[src/rtl/mat2x2_mul_seq.sv]
// 2x2 by 2x2 signed Q8.8 matrix multiply sequencer.
// One dot-product unit is time-multiplexed over four cycles per matrix:
// each COMPUTE cycle feeds one row of A and one column of B and stores
// the resulting dot product into the matching element of C.

// Two-term signed fixed-point dot product: C = (A0*B0 + A1*B1) >>> Q,
// truncated toward minus infinity, then saturated to the N-bit range.
module mul2vector #(
  parameter int N = 16,
  parameter int Q = 8
) (
  input  logic signed [N-1:0] a0_i,
  input  logic signed [N-1:0] a1_i,
  input  logic signed [N-1:0] b0_i,
  input  logic signed [N-1:0] b1_i,
  output logic signed [N-1:0] c_o
);

  localparam logic signed [2*N:0] MAX_VAL = (2*N+1)'((1 <<< (N-1)) - 1);
  localparam logic signed [2*N:0] MIN_VAL = -(2*N+1)'(1 <<< (N-1));

  logic signed [2*N-1:0] p0;
  logic signed [2*N-1:0] p1;
  logic signed [2*N:0]   sum;
  logic signed [2*N:0]   shifted;

  // Full-precision products and sum, then scale and clamp.
  always_comb begin
    p0      = a0_i * b0_i;
    p1      = a1_i * b1_i;
    sum     = {p0[2*N-1], p0} + {p1[2*N-1], p1};
    shifted = sum >>> Q;
    if (shifted > MAX_VAL) begin
      c_o = {1'b0, {(N-1){1'b1}}};
    end else if (shifted < MIN_VAL) begin
      c_o = {1'b1, {(N-1){1'b0}}};
    end else begin
      c_o = shifted[N-1:0];
    end
  end

endmodule

module mat2x2_mul_seq #(
  parameter int N = 16,
  parameter int Q = 8
) (
  input  logic         clk,
  input  logic         rst,
  input  logic         in_valid,
  output logic         in_ready,
  input  logic [N-1:0] a00,
  input  logic [N-1:0] a01,
  input  logic [N-1:0] a10,
  input  logic [N-1:0] a11,
  input  logic [N-1:0] b00,
  input  logic [N-1:0] b01,
  input  logic [N-1:0] b10,
  input  logic [N-1:0] b11,
  output logic         out_valid,
  input  logic         out_ready,
  output logic [N-1:0] c00,
  output logic [N-1:0] c01,
  output logic [N-1:0] c10,
  output logic [N-1:0] c11,
  output logic         busy
);

  typedef enum logic [1:0] {
    IDLE    = 2'd0,
    COMPUTE = 2'd1,
    DONE    = 2'd2
  } state_t;

  state_t       state_q;
  logic [1:0]   idx_q;
  logic         in_ready_q;
  logic         out_valid_q;
  logic         busy_q;

  // Latched operands; the ports are free to change after acceptance.
  logic [N-1:0] a00_q, a01_q, a10_q, a11_q;
  logic [N-1:0] b00_q, b01_q, b10_q, b11_q;

  logic [N-1:0] c00_q, c01_q, c10_q, c11_q;

  // Dot-product unit operands and its result for the current idx.
  logic signed [N-1:0] dot_a0;
  logic signed [N-1:0] dot_a1;
  logic signed [N-1:0] dot_b0;
  logic signed [N-1:0] dot_b1;
  logic signed [N-1:0] dot_c_d;

  // idx[1] selects the row of A, idx[0] selects the column of B.
  always_comb begin
    dot_a0 = idx_q[1] ? a10_q : a00_q;
    dot_a1 = idx_q[1] ? a11_q : a01_q;
    dot_b0 = idx_q[0] ? b01_q : b00_q;
    dot_b1 = idx_q[0] ? b11_q : b10_q;
  end

  mul2vector #(
    .N(N),
    .Q(Q)
  ) u_dot (
    .a0_i(dot_a0),
    .a1_i(dot_a1),
    .b0_i(dot_b0),
    .b1_i(dot_b1),
    .c_o (dot_c_d)
  );

  // Sequencer FSM: accept, four dot products, hold result until taken.
  always_ff @(posedge clk) begin
    if (rst) begin
      state_q     <= IDLE;
      idx_q       <= 2'd0;
      in_ready_q  <= 1'b1;
      out_valid_q <= 1'b0;
      busy_q      <= 1'b0;
      a00_q <= '0; a01_q <= '0; a10_q <= '0; a11_q <= '0;
      b00_q <= '0; b01_q <= '0; b10_q <= '0; b11_q <= '0;
      c00_q <= '0; c01_q <= '0; c10_q <= '0; c11_q <= '0;
    end else begin
      case (state_q)
        IDLE: begin
          if (in_valid) begin
            a00_q <= a00; a01_q <= a01; a10_q <= a10; a11_q <= a11;
            b00_q <= b00; b01_q <= b01; b10_q <= b10; b11_q <= b11;
            idx_q      <= 2'd0;
            state_q    <= COMPUTE;
            in_ready_q <= 1'b0;
            busy_q     <= 1'b1;
          end
        end
        COMPUTE: begin
          case (idx_q)
            2'd0:    c00_q <= dot_c_d;
            2'd1:    c01_q <= dot_c_d;
            2'd2:    c10_q <= dot_c_d;
            default: c11_q <= dot_c_d;
          endcase
          idx_q <= idx_q + 2'd1;
          if (idx_q == 2'd3) begin
            state_q     <= DONE;
            out_valid_q <= 1'b1;
          end
        end
        DONE: begin
          if (out_ready) begin
            state_q     <= IDLE;
            out_valid_q <= 1'b0;
            in_ready_q  <= 1'b1;
            busy_q      <= 1'b0;
          end
        end
        default: begin
          state_q     <= IDLE;
          idx_q       <= 2'd0;
          in_ready_q  <= 1'b1;
          out_valid_q <= 1'b0;
          busy_q      <= 1'b0;
        end
      endcase
    end
  end

  assign in_ready  = in_ready_q;
  assign out_valid = out_valid_q;
  assign busy      = busy_q;
  assign c00       = c00_q;
  assign c01       = c01_q;
  assign c10       = c10_q;
  assign c11       = c11_q;

endmodule

[config.mk]
export PLATFORM = sky130hd
export DESIGN_NAME = mat2x2_mul_seq
export DESIGN_NICKNAME = d
export VERILOG_FILES = /design/src/rtl/mat2x2_mul_seq.sv
export SDC_FILE = /design/constraint.sdc
export NUM_CORES = 2
export LEC_CHECK = 0
export ABC_CLOCK_PERIOD_IN_PS = 10800
export CAP_MARGIN = 20
export CORE_UTILIZATION = 35
export CTS_CLUSTER_SIZE = 14
export DETAILED_ROUTE_END_ITERATION = 7
export PLACE_DENSITY = 0.64
export SYNTH_ARGS = -nofsm -noshare
export SYNTH_HDL_FRONTEND = slang
export SYNTH_SLANG_ARGS = --single-unit
[constraint.sdc]
create_clock -name clk -period 10.8 [get_ports clk]
set_input_delay 1.08 -clock clk [delete_from_list [all_inputs] [get_ports clk]]
set_output_delay 1.08 -clock clk [all_outputs]
set_load 0.01 [all_outputs]
==> impl_metrics.env <==
export IMPL_cts_hold_buf=0
export IMPL_ys_seq_area_share_pct=14.3
export IMPL_hp_class="flop to flop"
export IMPL_fillCellCount=7807
export IMPL_drt_first_pass_iters=5
export IMPL_core_region_area_mm2=0.0780
export IMPL_path_cells="buf_4 > mux2i_1 > nor2_1 > fa_1 > fa_1 > fa_1 > fa_1 > fa_1 > fa_1 > fa_1 > inv_1 > fa_1 > inv_1 > ha_1 > and4_1 > and2_1 > nor4b_1 > o21ai_1 > and3_1 > xnor2_1 > nor4_1 > nand4_4 > a21oi_2 > a211oi_1"
export IMPL_synth_edf_count=0
export IMPL_power_frac_comb_pct=59.9
export IMPL_cp_required_ps=11110
export IMPL_worst_clock_skew_ps=13.2
export IMPL_rsz0062_at_grt="false"
export IMPL_synth_common_cells="inv_1 (643), fa_1 (583), nand2_1 (526)"
export IMPL_setup_viol=0
export IMPL_cp_end_kind="flop"
export IMPL_gp_congestion=0.988
export IMPL_ys_seq_elements=199
export IMPL_min_period_ps=10030
export IMPL_ctsResizeCount=0
export IMPL_clock_path_buffers=2
export IMPL_worstMarginPinSlew_ps=1010
export IMPL_start_kind="flop"
export IMPL_drc=0
export IMPL_synth_flop_cell="dfxtp_1"
export IMPL_clk_latency_ps=460
export IMPL_netlist_area_leader_share_pct=42.0
export IMPL_hold_viol_final=0
export IMPL_path_common_cell="fa_1"
export IMPL_clk_pin_slew_ps=80
export IMPL_critPathMaxStageDelay_ps=830
export IMPL_first_iter_violations=1564
export IMPL_cts_sinks=199
export IMPL_p_sw_mw=1.75
export IMPL_multiInputGateArea_mm2=0.0210
export IMPL_worstSetupPathType="flop to flop"
export IMPL_grt_antenna_before_repair=1
export IMPL_status="completed"
export IMPL_critPathBufInv=3
export IMPL_worstPathArrival_ps=10340
export IMPL_yosys_warnings=0
export IMPL_numCtsBuffers=17
export IMPL_fin_total_pwr_mw=3.71
export IMPL_synth_most_common_cell="inv_1"
export IMPL_seq_power_share_pct=22.2
export IMPL_grt_ovfl_total=0
export IMPL_p_sw_share_pct=47.2
export IMPL_critPathTopFamily="adder cells"
export IMPL_cpMaxStageDelayCell="mux2i_1"
export IMPL_drt_wl_total_mm=82.0
export IMPL_io_pins=199
export IMPL_power_internal_mw=1.96
export IMPL_synth_area_top_cells="fa_1 (42%), dfxtp_1 (14%), inv_1 (8.7%)"
export IMPL_via_count=21400
export IMPL_pwr_density_cell_mw_per_mm2=117
export IMPL_via_per_inst=4.93
export IMPL_grt_pass1_vias=22400
export IMPL_tns_ps=0
export IMPL_die_h_um=284
export IMPL_syn_area_mm2=0.0278
export IMPL_grt_pass1_wl_mm=130
export IMPL_async_flop_share_pct=0
export IMPL_dp_hpwl_mm=70.4
export IMPL_wl_per_cell_um=18.9
export IMPL_slew_headroom_pct=30.8
export IMPL_vdd_drop_max_mv=0.119
export IMPL_grtUsageTotal_pct=21.0
export IMPL_postRouteAntennaNets=0
export IMPL_fp_dieW_um=284
export IMPL_drive_gt1_share_pct=5.38
export IMPL_seqCellArea_mm2=0.00399
export IMPL_post_cts_buffers=0
export IMPL_area_growth_pct=14.1
export IMPL_grt_max_degree=109
export IMPL_path_max_fanout=23
export IMPL_pwr_share_clk_pct=17.9
export IMPL_htree_levels=4
export IMPL_yosys_area_top_type="fa_1"
export IMPL_final_nets=4158
export IMPL_drv_cap=0
export IMPL_fmax_ghz=0.0997
export IMPL_portBuffers=198
export IMPL_leakagePower_nw=14.6
export IMPL_syn_nets=3992
export IMPL_finalCritPeriodShare_pct=92.8
export IMPL_root_buffer="clkbuf_16"
export IMPL_maxSlewViolCount=0
export IMPL_cts_tree="done"
export IMPL_synth_area_per_cell_um2=8.89
export IMPL_row_count=102
export IMPL_initial_utilization_pct=35.6
export IMPL_dieArea_mm2=0.0805
export IMPL_netlist_instances=3127
export IMPL_synth_distinct_cells=60
[power groups by stage]
stage	combinational (mW)	clock, mW	sequential [mW]
4_1_cts	2.22	0.676	0.825
3_5_place_dp	2.21	0	0.842
6_report	2.22	0.663	0.825
3_3_place_gp	2.20	0	0.840
5_1_grt	2.47	0.704	0.832
2_1_floorplan	1.49	0	0.837
[registers in the layout, indices dropped and copies added (netlist names)]
signal / count
b10_q: 16
c10: 16
c11: 16
out_valid: 1
b00_q: 16
c01: 16
c00: 16
a11_q: 16
state_q: 2
idx_q: 2
a01_q: 16
in_ready: 1
b11_q: 16
a00_q: 16
a10_q: 16
busy: 1
b01_q: 16
[per-stage QoR]
stage               instance area (um2)  worst slack (ps)  hold slack, ps  utilization, %  instances
floorplan                         27800              1590             433               -       3127
global placement                  31100               938             438            39.9       4313
detailed placement                31100               848             446            39.9       4313
CTS                               31700               823             457            40.7       4345
global route                      31700               251             478            40.7       4346
finish                            31700               772             454            40.7       4347
[worst min-delay path, stage by stage (launching register included)]
cell and delay, ps:
dfxtp_1 310, nand2_1 50, a21oi_1 50
[cell families (layout without fill, tap and decap cells)]
family | after synthesis | in the layout | share of synthesized area (%)
AND/OR/NAND/NOR | 942 | 942 | 13.6
buffers and inverters | 757 | 936 | 10.3
adder cells (fa/ha/maj) | 733 | 733 | 48.8
AO/OA/AOI/OAI | 334 | 334 | 7.02
flip-flops | 199 | 199 | 14.3
multiplexers | 120 | 120 | 4.62
XOR/XNOR | 42 | 42 | 1.32
other | 0 | 1 | 0
[final timing paths]
kind                                from                endpoint  slack [ps]  depth (start not counted)
setup reg to reg   idx_q[0]$_SDFFE_PP0P_    c11[13]$_SDFFE_PP0P_         770                         24
hold / removal    b01_q[15]$_SDFFE_PP0P_  b01_q[15]$_SDFFE_PP0P_         450                          2
hold reg to reg   b01_q[15]$_SDFFE_PP0P_  b01_q[15]$_SDFFE_PP0P_         450                          2
setup / recovery   idx_q[0]$_SDFFE_PP0P_    c11[13]$_SDFFE_PP0P_         770                         24
[layout make-up]
cell class	count	area share, %
Multi-Input combinational cell	2171	66.1
Sequential cell	199	12.6
Timing Repair Buffer	261	7.75
Inverter	643	7.61
Tap cell	1040	4.10
Clock buffer	20	1.41
Clock inverter	12	0.430
Antenna cell	1	0.00789
[layer usage]
metal	vias to the layer above	global-route usage, %	routed length [um]
met5	-	0	0
met4	0	6.04	2560
met3	155	4.67	6620
met2	764	33.5	37300
met1	10700	28.4	35500
li1	9771	-	-
[placed cells by master (no fill, tap or decap), types with 4 or more instances in the layout]
| cell type | Yosys | final |
|---|---|---|
| a211oi_1 | 51 | 51 |
| nor2b_1 | 5 | 5 |
| xor2_1 | 6 | 6 |
| inv_1 | 643 | 643 |
| dfxtp_1 | 199 | 197 |
| clkbuf_16 | 0 | 17 |
| mux2_2 | 57 | 57 |
| fa_1 | 583 | 583 |
| a31oi_1 | 4 | 4 |
| nand3b_1 | 4 | 4 |
| mux2i_1 | 62 | 60 |
| xnor2_1 | 36 | 35 |
| nor3_1 | 6 | 6 |
| nand3_1 | 9 | 9 |
| buf_4 | 2 | 63 |
| o21ai_0 | 45 | 45 |
| nor2_1 | 341 | 340 |
| or2_2 | 10 | 10 |
| a21oi_1 | 182 | 182 |
| a21o_1 | 10 | 10 |
| nand2b_1 | 8 | 7 |
| inv_6 | 0 | 4 |
| clkdlybuf4s50_1 | 0 | 197 |
| ha_1 | 150 | 150 |
| o21bai_1 | 4 | 4 |
| o21a_1 | 9 | 9 |
| nand2_1 | 526 | 526 |
| o211ai_1 | 6 | 6 |
| nand4_1 | 10 | 10 |
| and2_1 | 4 | 4 |
| a21oi_2 | 4 | 4 |
(Power assumes the default switching activity.)
